**src/rtl/bitwise_arbiter_if.sv**
```systemverilog
// Bundle between two requesters, the arbiter, its result consumer and the
// shared bitwise unit.
//
// Handshake rules: a transfer happens on a rising clk edge where valid and
// ready are both high. req_valid[i] with its op/a/b fields may be dropped or
// changed freely until req_ready[i] is seen. rsp_valid, rsp_id and rsp_q stay
// stable from the edge that raises rsp_valid until the edge where rsp_ready is
// high. rsp_ready may be high at any time and only counts while rsp_valid is high.
interface bitwise_arbiter_if #(
  parameter int WIDTH = 7
);
  logic [1:0]         req_valid;
  logic [1:0]         req_ready;
  logic [3:0]         req_op;
  logic [2*WIDTH-1:0] req_a;
  logic [2*WIDTH-1:0] req_b;
  logic               rsp_valid;
  logic               rsp_ready;
  logic               rsp_id;
  logic [WIDTH-1:0]   rsp_q;
  logic [1:0]         alu_op;
  logic [WIDTH-1:0]   alu_a;
  logic [WIDTH-1:0]   alu_b;
  logic [WIDTH-1:0]   alu_q;

  // Arbiter side
  modport slave (
    input  req_valid, req_op, req_a, req_b, rsp_ready, alu_q,
    output req_ready, rsp_valid, rsp_id, rsp_q, alu_op, alu_a, alu_b
  );

  // Environment side: requesters, consumer and the bitwise unit
  modport master (
    output req_valid, req_op, req_a, req_b, rsp_ready, alu_q,
    input  req_ready, rsp_valid, rsp_id, rsp_q, alu_op, alu_a, alu_b
  );
endinterface

```
**src/rtl/bitwise_arbiter.sv**
```systemverilog
// Two-requester round-robin front end for a shared bitwise unit with a fixed
// pipeline latency. One operation is in flight at a time: accept, wait for the
// unit, hold the result until the consumer takes it, then arbitrate again.
module bitwise_arbiter #(
  parameter int WIDTH       = 7,
  parameter int ALU_LATENCY = 1
) (
  input  logic              clk,
  input  logic              rst_n,
  bitwise_arbiter_if.slave  bus,
  output logic              busy,
  output logic [1:0]        state_dbg
);

  typedef enum logic [1:0] {
    IDLE = 2'd0,
    WAIT = 2'd1,
    RESP = 2'd2
  } state_t;

  localparam logic [2:0] LAT = 3'(ALU_LATENCY);

  state_t           state;
  logic [2:0]       counter;
  logic             last_grant;
  logic             grant_id;
  logic [1:0]       sel_op;
  logic [WIDTH-1:0] sel_a;
  logic [WIDTH-1:0] sel_b;

  // Round-robin pick: a lone requester wins, a tie goes to whoever lost last time
  always_comb begin
    grant_id = 1'b0;
    case (bus.req_valid)
      2'b10:   grant_id = 1'b1;
      2'b11:   grant_id = ~last_grant;
      default: grant_id = 1'b0;
    endcase
  end

  // Operand mux for the granted requester
  always_comb begin
    sel_op = grant_id ? bus.req_op[3:2]            : bus.req_op[1:0];
    sel_a  = grant_id ? bus.req_a[2*WIDTH-1:WIDTH] : bus.req_a[WIDTH-1:0];
    sel_b  = grant_id ? bus.req_b[2*WIDTH-1:WIDTH] : bus.req_b[WIDTH-1:0];
  end

  // Ready only in IDLE, one-hot on the winner, so acceptance needs no extra state
  assign bus.req_ready = (state == IDLE && (|bus.req_valid))
                         ? (grant_id ? 2'b10 : 2'b01) : 2'b00;
  assign busy      = (state != IDLE);
  assign state_dbg = state;

  // Control FSM and all registered outputs
  always_ff @(posedge clk or negedge rst_n) begin
    if (!rst_n) begin
      state         <= IDLE;
      counter       <= '0;
      last_grant    <= 1'b1;
      bus.rsp_valid <= 1'b0;
      bus.rsp_id    <= 1'b0;
      bus.rsp_q     <= '0;
      bus.alu_op    <= '0;
      bus.alu_a     <= '0;
      bus.alu_b     <= '0;
    end else begin
      case (state)
        IDLE: begin
          if (|bus.req_valid) begin
            bus.alu_op <= sel_op;
            bus.alu_a  <= sel_a;
            bus.alu_b  <= sel_b;
            bus.rsp_id <= grant_id;
            last_grant <= grant_id;
            counter    <= LAT;
            state      <= WAIT;
          end
        end
        WAIT: begin
          // Operands were presented at the accept edge; the unit is settled once
          // the counter has run down to zero, so that edge captures its result.
          if (counter == 3'd0) begin
            bus.rsp_q     <= bus.alu_q;
            bus.rsp_valid <= 1'b1;
            state         <= RESP;
          end else begin
            counter <= counter - 3'd1;
          end
        end
        RESP: begin
          if (bus.rsp_ready) begin
            bus.rsp_valid <= 1'b0;
            state         <= IDLE;
          end
        end
        default: state <= IDLE;
      endcase
    end
  end

endmodule

```
**src/flat_wrapper.sv**
```systemverilog
// flat-port wrapper written by rule: the top's interface ports become plain ports
module bitwise_arbiter_flat 
#(
  parameter int WIDTH       = 7,
  parameter int ALU_LATENCY = 1
)
  (clk, rst_n, busy, state_dbg, bus_req_valid, bus_req_op, bus_req_a, bus_req_b, bus_rsp_ready, bus_alu_q, bus_req_ready, bus_rsp_valid, bus_rsp_id, bus_rsp_q, bus_alu_op, bus_alu_a, bus_alu_b);
  bitwise_arbiter_if #(.WIDTH(WIDTH)) bus_i ();
  input  logic clk;
  input  logic rst_n;
  output logic busy;
  output logic [1:0] state_dbg;
  input wire logic [$bits(bus_i.req_valid)-1:0] bus_req_valid;
  input wire logic [$bits(bus_i.req_op)-1:0] bus_req_op;
  input wire logic [$bits(bus_i.req_a)-1:0] bus_req_a;
  input wire logic [$bits(bus_i.req_b)-1:0] bus_req_b;
  input wire logic [$bits(bus_i.rsp_ready)-1:0] bus_rsp_ready;
  input wire logic [$bits(bus_i.alu_q)-1:0] bus_alu_q;
  output wire logic [$bits(bus_i.req_ready)-1:0] bus_req_ready;
  output wire logic [$bits(bus_i.rsp_valid)-1:0] bus_rsp_valid;
  output wire logic [$bits(bus_i.rsp_id)-1:0] bus_rsp_id;
  output wire logic [$bits(bus_i.rsp_q)-1:0] bus_rsp_q;
  output wire logic [$bits(bus_i.alu_op)-1:0] bus_alu_op;
  output wire logic [$bits(bus_i.alu_a)-1:0] bus_alu_a;
  output wire logic [$bits(bus_i.alu_b)-1:0] bus_alu_b;
  assign bus_i.req_valid = bus_req_valid;
  assign bus_i.req_op = bus_req_op;
  assign bus_i.req_a = bus_req_a;
  assign bus_i.req_b = bus_req_b;
  assign bus_i.rsp_ready = bus_rsp_ready;
  assign bus_i.alu_q = bus_alu_q;
  assign bus_req_ready = bus_i.req_ready;
  assign bus_rsp_valid = bus_i.rsp_valid;
  assign bus_rsp_id = bus_i.rsp_id;
  assign bus_rsp_q = bus_i.rsp_q;
  assign bus_alu_op = bus_i.alu_op;
  assign bus_alu_a = bus_i.alu_a;
  assign bus_alu_b = bus_i.alu_b;
  bitwise_arbiter #(.WIDTH(WIDTH), .ALU_LATENCY(ALU_LATENCY)) u_core (.clk(clk), .rst_n(rst_n), .bus(bus_i), .busy(busy), .state_dbg(state_dbg));
endmodule
```
**config.mk**
```make
export PLATFORM = sky130hd
export DESIGN_NAME = bitwise_arbiter_flat
export DESIGN_NICKNAME = d
export VERILOG_FILES = /design/src/rtl/bitwise_arbiter_if.sv /design/src/rtl/bitwise_arbiter.sv /design/src/flat_wrapper.sv
export SDC_FILE = /design/constraint.sdc
export NUM_CORES = 1
export LEC_CHECK = 0
export BUFFER_PORTS_ARGS = -buffer_cell sky130_fd_sc_hd__buf_2
export CAP_MARGIN = 20
export CORE_MARGIN = 2
export CORE_UTILIZATION = 43
export DETAILED_ROUTE_END_ITERATION = 10
export PLACE_DENSITY = 0.84
export SYNTH_ARGS = -nofsm -noshare
export SYNTH_HDL_FRONTEND = slang
export SYNTH_SLANG_ARGS = --single-unit
export TNS_END_PERCENT = 20
```
**constraint.sdc**
```tcl
create_clock -name clk -period 2.4 [get_ports clk]
set_clock_uncertainty 0.1 [all_clocks]
set_input_delay 0.24 -clock clk [delete_from_list [all_inputs] [get_ports clk]]
set_output_delay 0.24 -clock clk [all_outputs]
set_load 0.01 [all_outputs]
```
; ---- Word level (Yosys, flattened, before mapping)
; Cells that the tools add are included.
[word_totals]
regBits = 31
out_inout_bits = 30
ramBits = 0
input_bits = 44
latchBits = 0
wordCells = 47
rom_bits = 0
mem_count = 0
[classes]
order_cmp = 0
shift = 0
add_sub_neg = 1
reduce_logical = 12
bitwise = 1
n_mux = 16
multipliers = 0
eq_ne = 8
div_mod_pow = 0
[ops]
columns = operator, n
row1 = $mux W7, 2
row2 = $mux W2, 6
row3 = $reduce_and A3 Y1, 3
row4 = $eq A2 B2 Y1 const B, 3
row5 = $mux W3, 2
row6 = $ne A2 B2 Y1 const B, 3
row7 = $pmux W2 S3, 1
row8 = $pmux W3 S2, 1
row9 = $reduce_bool A2 Y1, 3
row10 = $pmux W1 S2, 2
row11 = $reduce_and A2 Y1, 2
row12 = $logic_not A3 Y1, 1
row13 = $sub A3 B1 Y3 const B, 1
row14 = $eq A2 B1 Y1 const B, 1
row15 = $logic_not A2 Y1, 1
row16 = $mux W1, 2
row17 = $ne A2 B1 Y1 const B, 1
row18 = $reduce_or A2 Y1, 1
row19 = $logic_and A1 B1 Y1, 1
row20 = $not A1 Y1, 1

; ---- Depth between registers and ports, before layout
[logic_depth]
ltp_word = 4
ltp_mapped = 6
ltp_nobuf = 6

; ---- Least setup slack after synthesis
; No wires, ideal clock.
[synth_path]
path_kind = reg2reg
startpoint = register u_core.counter[0]
endpoint = register u_core.bus.rsp_q[0]
setup_time_ns = 0.125
path_slack_ns = 0.774
arrival_ns = 1.401
path_buffers = 0
path_stages_with_launch = 7
period_less_slack_ns = 1.626
t_required_ns = 2.175
path_cell_list = dfrtp_1 > inv_1 > ha_1 > ha_1 > nor2b_1 > nand2_1 > mux2_2
[synth_between]
elab_chain_cells = 2
[synth_rtl]
columns = item, line_no
row1 = "start, declared", bitwise_arbiter.sv:24  ; logic [2:0] counter;
row2 = "start signal, assigned", bitwise_arbiter.sv:87  ; counter <= counter - 3'd1;
row3 = $logic_not A3 Y1, bitwise_arbiter.sv:82  ; if (counter == 3'd0) begin
row4 = $reduce_and A2 Y1 (no source line), --
row5 = "end signal, assigned", bitwise_arbiter.sv:83  ; bus.rsp_q <= bus.alu_q;
row6 = "end, declared", bitwise_arbiter_if.sv:29  ; output req_ready, rsp_valid, rsp_id, rsp_q, alu_op, alu_a, alu_b
; No other way between the ends.
; A chain may end at the register's enable or synchronous reset.

; ---- Worst setup path in the final report
[layout_path]
startpoint = register u_core.state[0] (netlist: u_core.state_dbg[0])
endpoint = output bus_req_ready[1]
[layout_between]
elab_chain_cells = 3
[layout_rtl]
columns = item, line_no
row1 = "start, declared", bitwise_arbiter.sv:23  ; state_t state;
row2 = "start signal, assigned", bitwise_arbiter.sv:57  ; state <= IDLE;
row3 = "start signal, assigned", bitwise_arbiter.sv:76  ; state <= WAIT;
row4 = "start signal, assigned", bitwise_arbiter.sv:85  ; state <= RESP;
row5 = $logic_not A2 Y1, bitwise_arbiter.sv:49  ; assign bus.req_ready = (state == IDLE && (|bus.req_valid))
row6 = $logic_and A1 B1 Y1, bitwise_arbiter.sv:49
row7 = $mux W2, bitwise_arbiter.sv:50  ; ? (grant_id ? 2'b10 : 2'b01) : 2'b00;
row8 = "end, declared", flat_wrapper.sv:19  ; output wire logic [$bits(bus_i.req_ready)-1:0] bus_req_ready;
; No other way between the ends.

==> flow_summary.ini <==
[route]
initialDrtViolationCount = 27
dr_wl_met3_um = 140
wl_um = 3280
dr_wl_met2_um = 1730
ant_nets = 0
drt-wirelength-per-cell_um = 12.5
vias = 1279
highest_layer = met4
wl_met1_um = 1360
routed_via_density = 4.88
drtPass1Iterations = 4
drc = 0

[place]
postPlaceCellArea_um2 = 1810
gp_congestion = 0.741
pre_cts_ws_ns = 0.622
dp_hpwl_um = 2440
io_buffers = 73

[global_routing]
grt_overflow_total = 0
antenna_found_initial = 0
grt_pass1_wl_um = 5340
track_usage = 0.198
first_global_vias = 1304
grt_max_degree = 32

[min_path]
hp-class = in2reg

[sta]
min_period_ns = 1.93
setup_viol = 0
timing.slew.headroom = 0.553
timing.hold.ws_ns = 0.0274
max_freq_mhz = 518
slew_violations = 0
fin_crit_sh = 0.805
hold_violations = 0
timing.final.ws_setup_ns = 0.469
rsz0062_at_grt = no
worstMarginPinSlew_ns = 0.670
tns_ns = 0

[synthesis]
synth_mux_area_frac = 0.0560
yosysTopAreaCell = dfrtp_1
synth_seq_area_share = 0.552
synth_common_cells = inv_1, dfrtp_1, o21ai_0
synth.area.top_cells = dfrtp_1, inv_1, o221ai_1, o21ai_0, mux2_2
synth_compound_area_frac = 0.192
synthAdderAreaFrac = 0.0178
synthDistinctLibCells = 20
synthFlopType = dfrtp_1
yosys.area_share.simple = 0.0622
ys_seq_elements = 31
syn_area_um2 = 1410
synth_xor_area_frac = 0
synth_top_family_by_area = compound AO/OA/AOI/OAI gates
yosysMostFrequentCell = inv_1
synth_enable_flop_cells = 0
syn_inst = 140
syn_nets = 186
ys_warn_count = 0
async_reset_ff_frac = 1.00
postSynthAreaPerCell_um2 = 10.1
yosys.area.top_type_share = 0.533

[layout]
diodes = 0
fin_nets = 263
fin_area_um2 = 1870
multi_input_area_um2 = 462
register_area_um2 = 777
fillers = 294
fin_util = 0.608
syn2layout_area_growth_pct = 33.0
drive_gt1_frac = 0.417

[critical_path]
crit_start = u_core.state_dbg[0]
endpoint = bus_req_ready[1]
cp_num_buf_inv = 2
cp-end-kind = output port
rr_worst_depth = 6
path_depth = 4
critPathMaxStageDelay_ns = 0.44
r2r_setup_slack_ns = 0.60
r2r-start = u_core.counter[0]
path_cells = nor2_2, nand3_2, inv_1, buf_2
worstSetupPathType = reg2out
crit_family = simple AND/OR/NAND/NOR gates
arrival_ns = 1.59
crit_path_top_delay_cell = dfrtp_1
crit_fanout = 19
start_kind = flop
cp.required_ns = 2.06
rr_endpoint = u_core.bus.rsp_q[4]

[die]
dieArea_um2 = 3750
io-pin-count = 74
die_width_um = 61.2
rows = 20
core_area_um2 = 3080
die_y_um = 61.2
start_util = 0.457

[cts]
clk_pin_slew_ns = 0.08
clock_path_buffers = 2
cts_tree = built
htree_levels = 2
cts.sinks = 31
cts_resized = 0
clk_latency_ns = 0.33
root_buffer = clkbuf_4
cts_made_buffers = 5

[job]
cap_violations = 0

[pwr]
ir_worst_vdd_mv = 0.692
pwr_density_cell_nw_per_um2 = 1210
p_leak_nw = 1.06

[status]
outcome = completed
==> worst min-delay path by stage <==
| stage | start | endpoint | cells after the start |
|---|---|---|---|
| after floorplan | rst_n | u_core.bus.alu_a[0] | 0 |
| after global placement | rst_n | u_core.bus.alu_op[0] | 1 |
| after detailed placement | rst_n | u_core.bus.alu_op[0] | 1 |
| after CTS | bus_rsp_ready | u_core.state_dbg[1] | 2 |
| after global routing | bus_alu_q[1] | u_core.bus.rsp_q[1] | 2 |
| final | bus_rsp_ready | u_core.state_dbg[1] | 2 |
==> worst reg2reg max path, delay by kind of cell (launching register included) <==
kind,cells,cell delay [ns]
mux,1,0.38
fa+ha+maj,2,0.38
simple gates,2,0.41
buf+inv,1,0.06
flops,1,0.34
==> layout make-up <==
| class | count | area share |
|---|---|---|
| sequential | 31 | 0.415 |
| multi-input combinational | 65 | 0.247 |
| timing repair buffer | 75 | 0.205 |
| inverter | 39 | 0.0782 |
| tap | 44 | 0.0294 |
| clock buffer | 8 | 0.0261 |
==> power breakdown <==
group	internal [W]	switching (W)	leakage (nW)	total (W)
Clock	0.000117	0.000164	0.0265	0.000281
Combinational	0.000473	0.000584	0.657	0.00106
Sequential	0.000788	0.000139	0.376	0.000927
Total	0.00138	0.000887	1.06	0.00226
==> state kept, by name, indices dropped and copies added, names as in the netlist <==
register / cells
u_core.bus.rsp_id: 1
u_core.counter: 3
u_core.bus.alu_op: 2
u_core.bus.rsp_valid: 1
u_core.bus.rsp_q: 7
u_core.bus.alu_b: 7
u_core.last_grant: 1
u_core.state_dbg: 2
u_core.bus.alu_a: 7
==> metrics by stage <==
step                std cells  total power, W
global route              262         0.00244
floorplan                 140         0.00159
finish                    262         0.00226
detailed placement        253         0.00201
CTS                       262         0.00229
global placement          253         0.00197
==> cells by family (layout without fill, tap and decap cells) <==
kind of cell    count (synthesis)  after routing
buf+inv                        44            122
fa+ha+maj                       2              2
flops                          31             31
simple gates                   16             16
mux                             7              7
compound gates                 40             40
==> metal layers <==
layer,vias up,global-route usage
met5,-,0
met4,0,0.0839
li1,621,-
met2,29,0.347
met3,6,0.0504
met1,623,0.228
==> cells in the final DEF (no fill, tap or decap), types with 3 or more instances in the layout <==
cell	netlist	routed
clkbuf_1	2	3
mux2_2	7	7
nand2_1	5	5
buf_2	3	73
nor2_1	4	4
o21ai_0	19	19
clkbuf_4	0	5
dfrtp_1	30	30
o221ai_1	16	16
inv_1	38	38
==> repair_timing <==
action	4_1_cts	5_1_grt
setup buffers	0	0
hold buffers	1	0
endpoints found under the hold margin	30	0
Power figures use the tool's default switching activity.
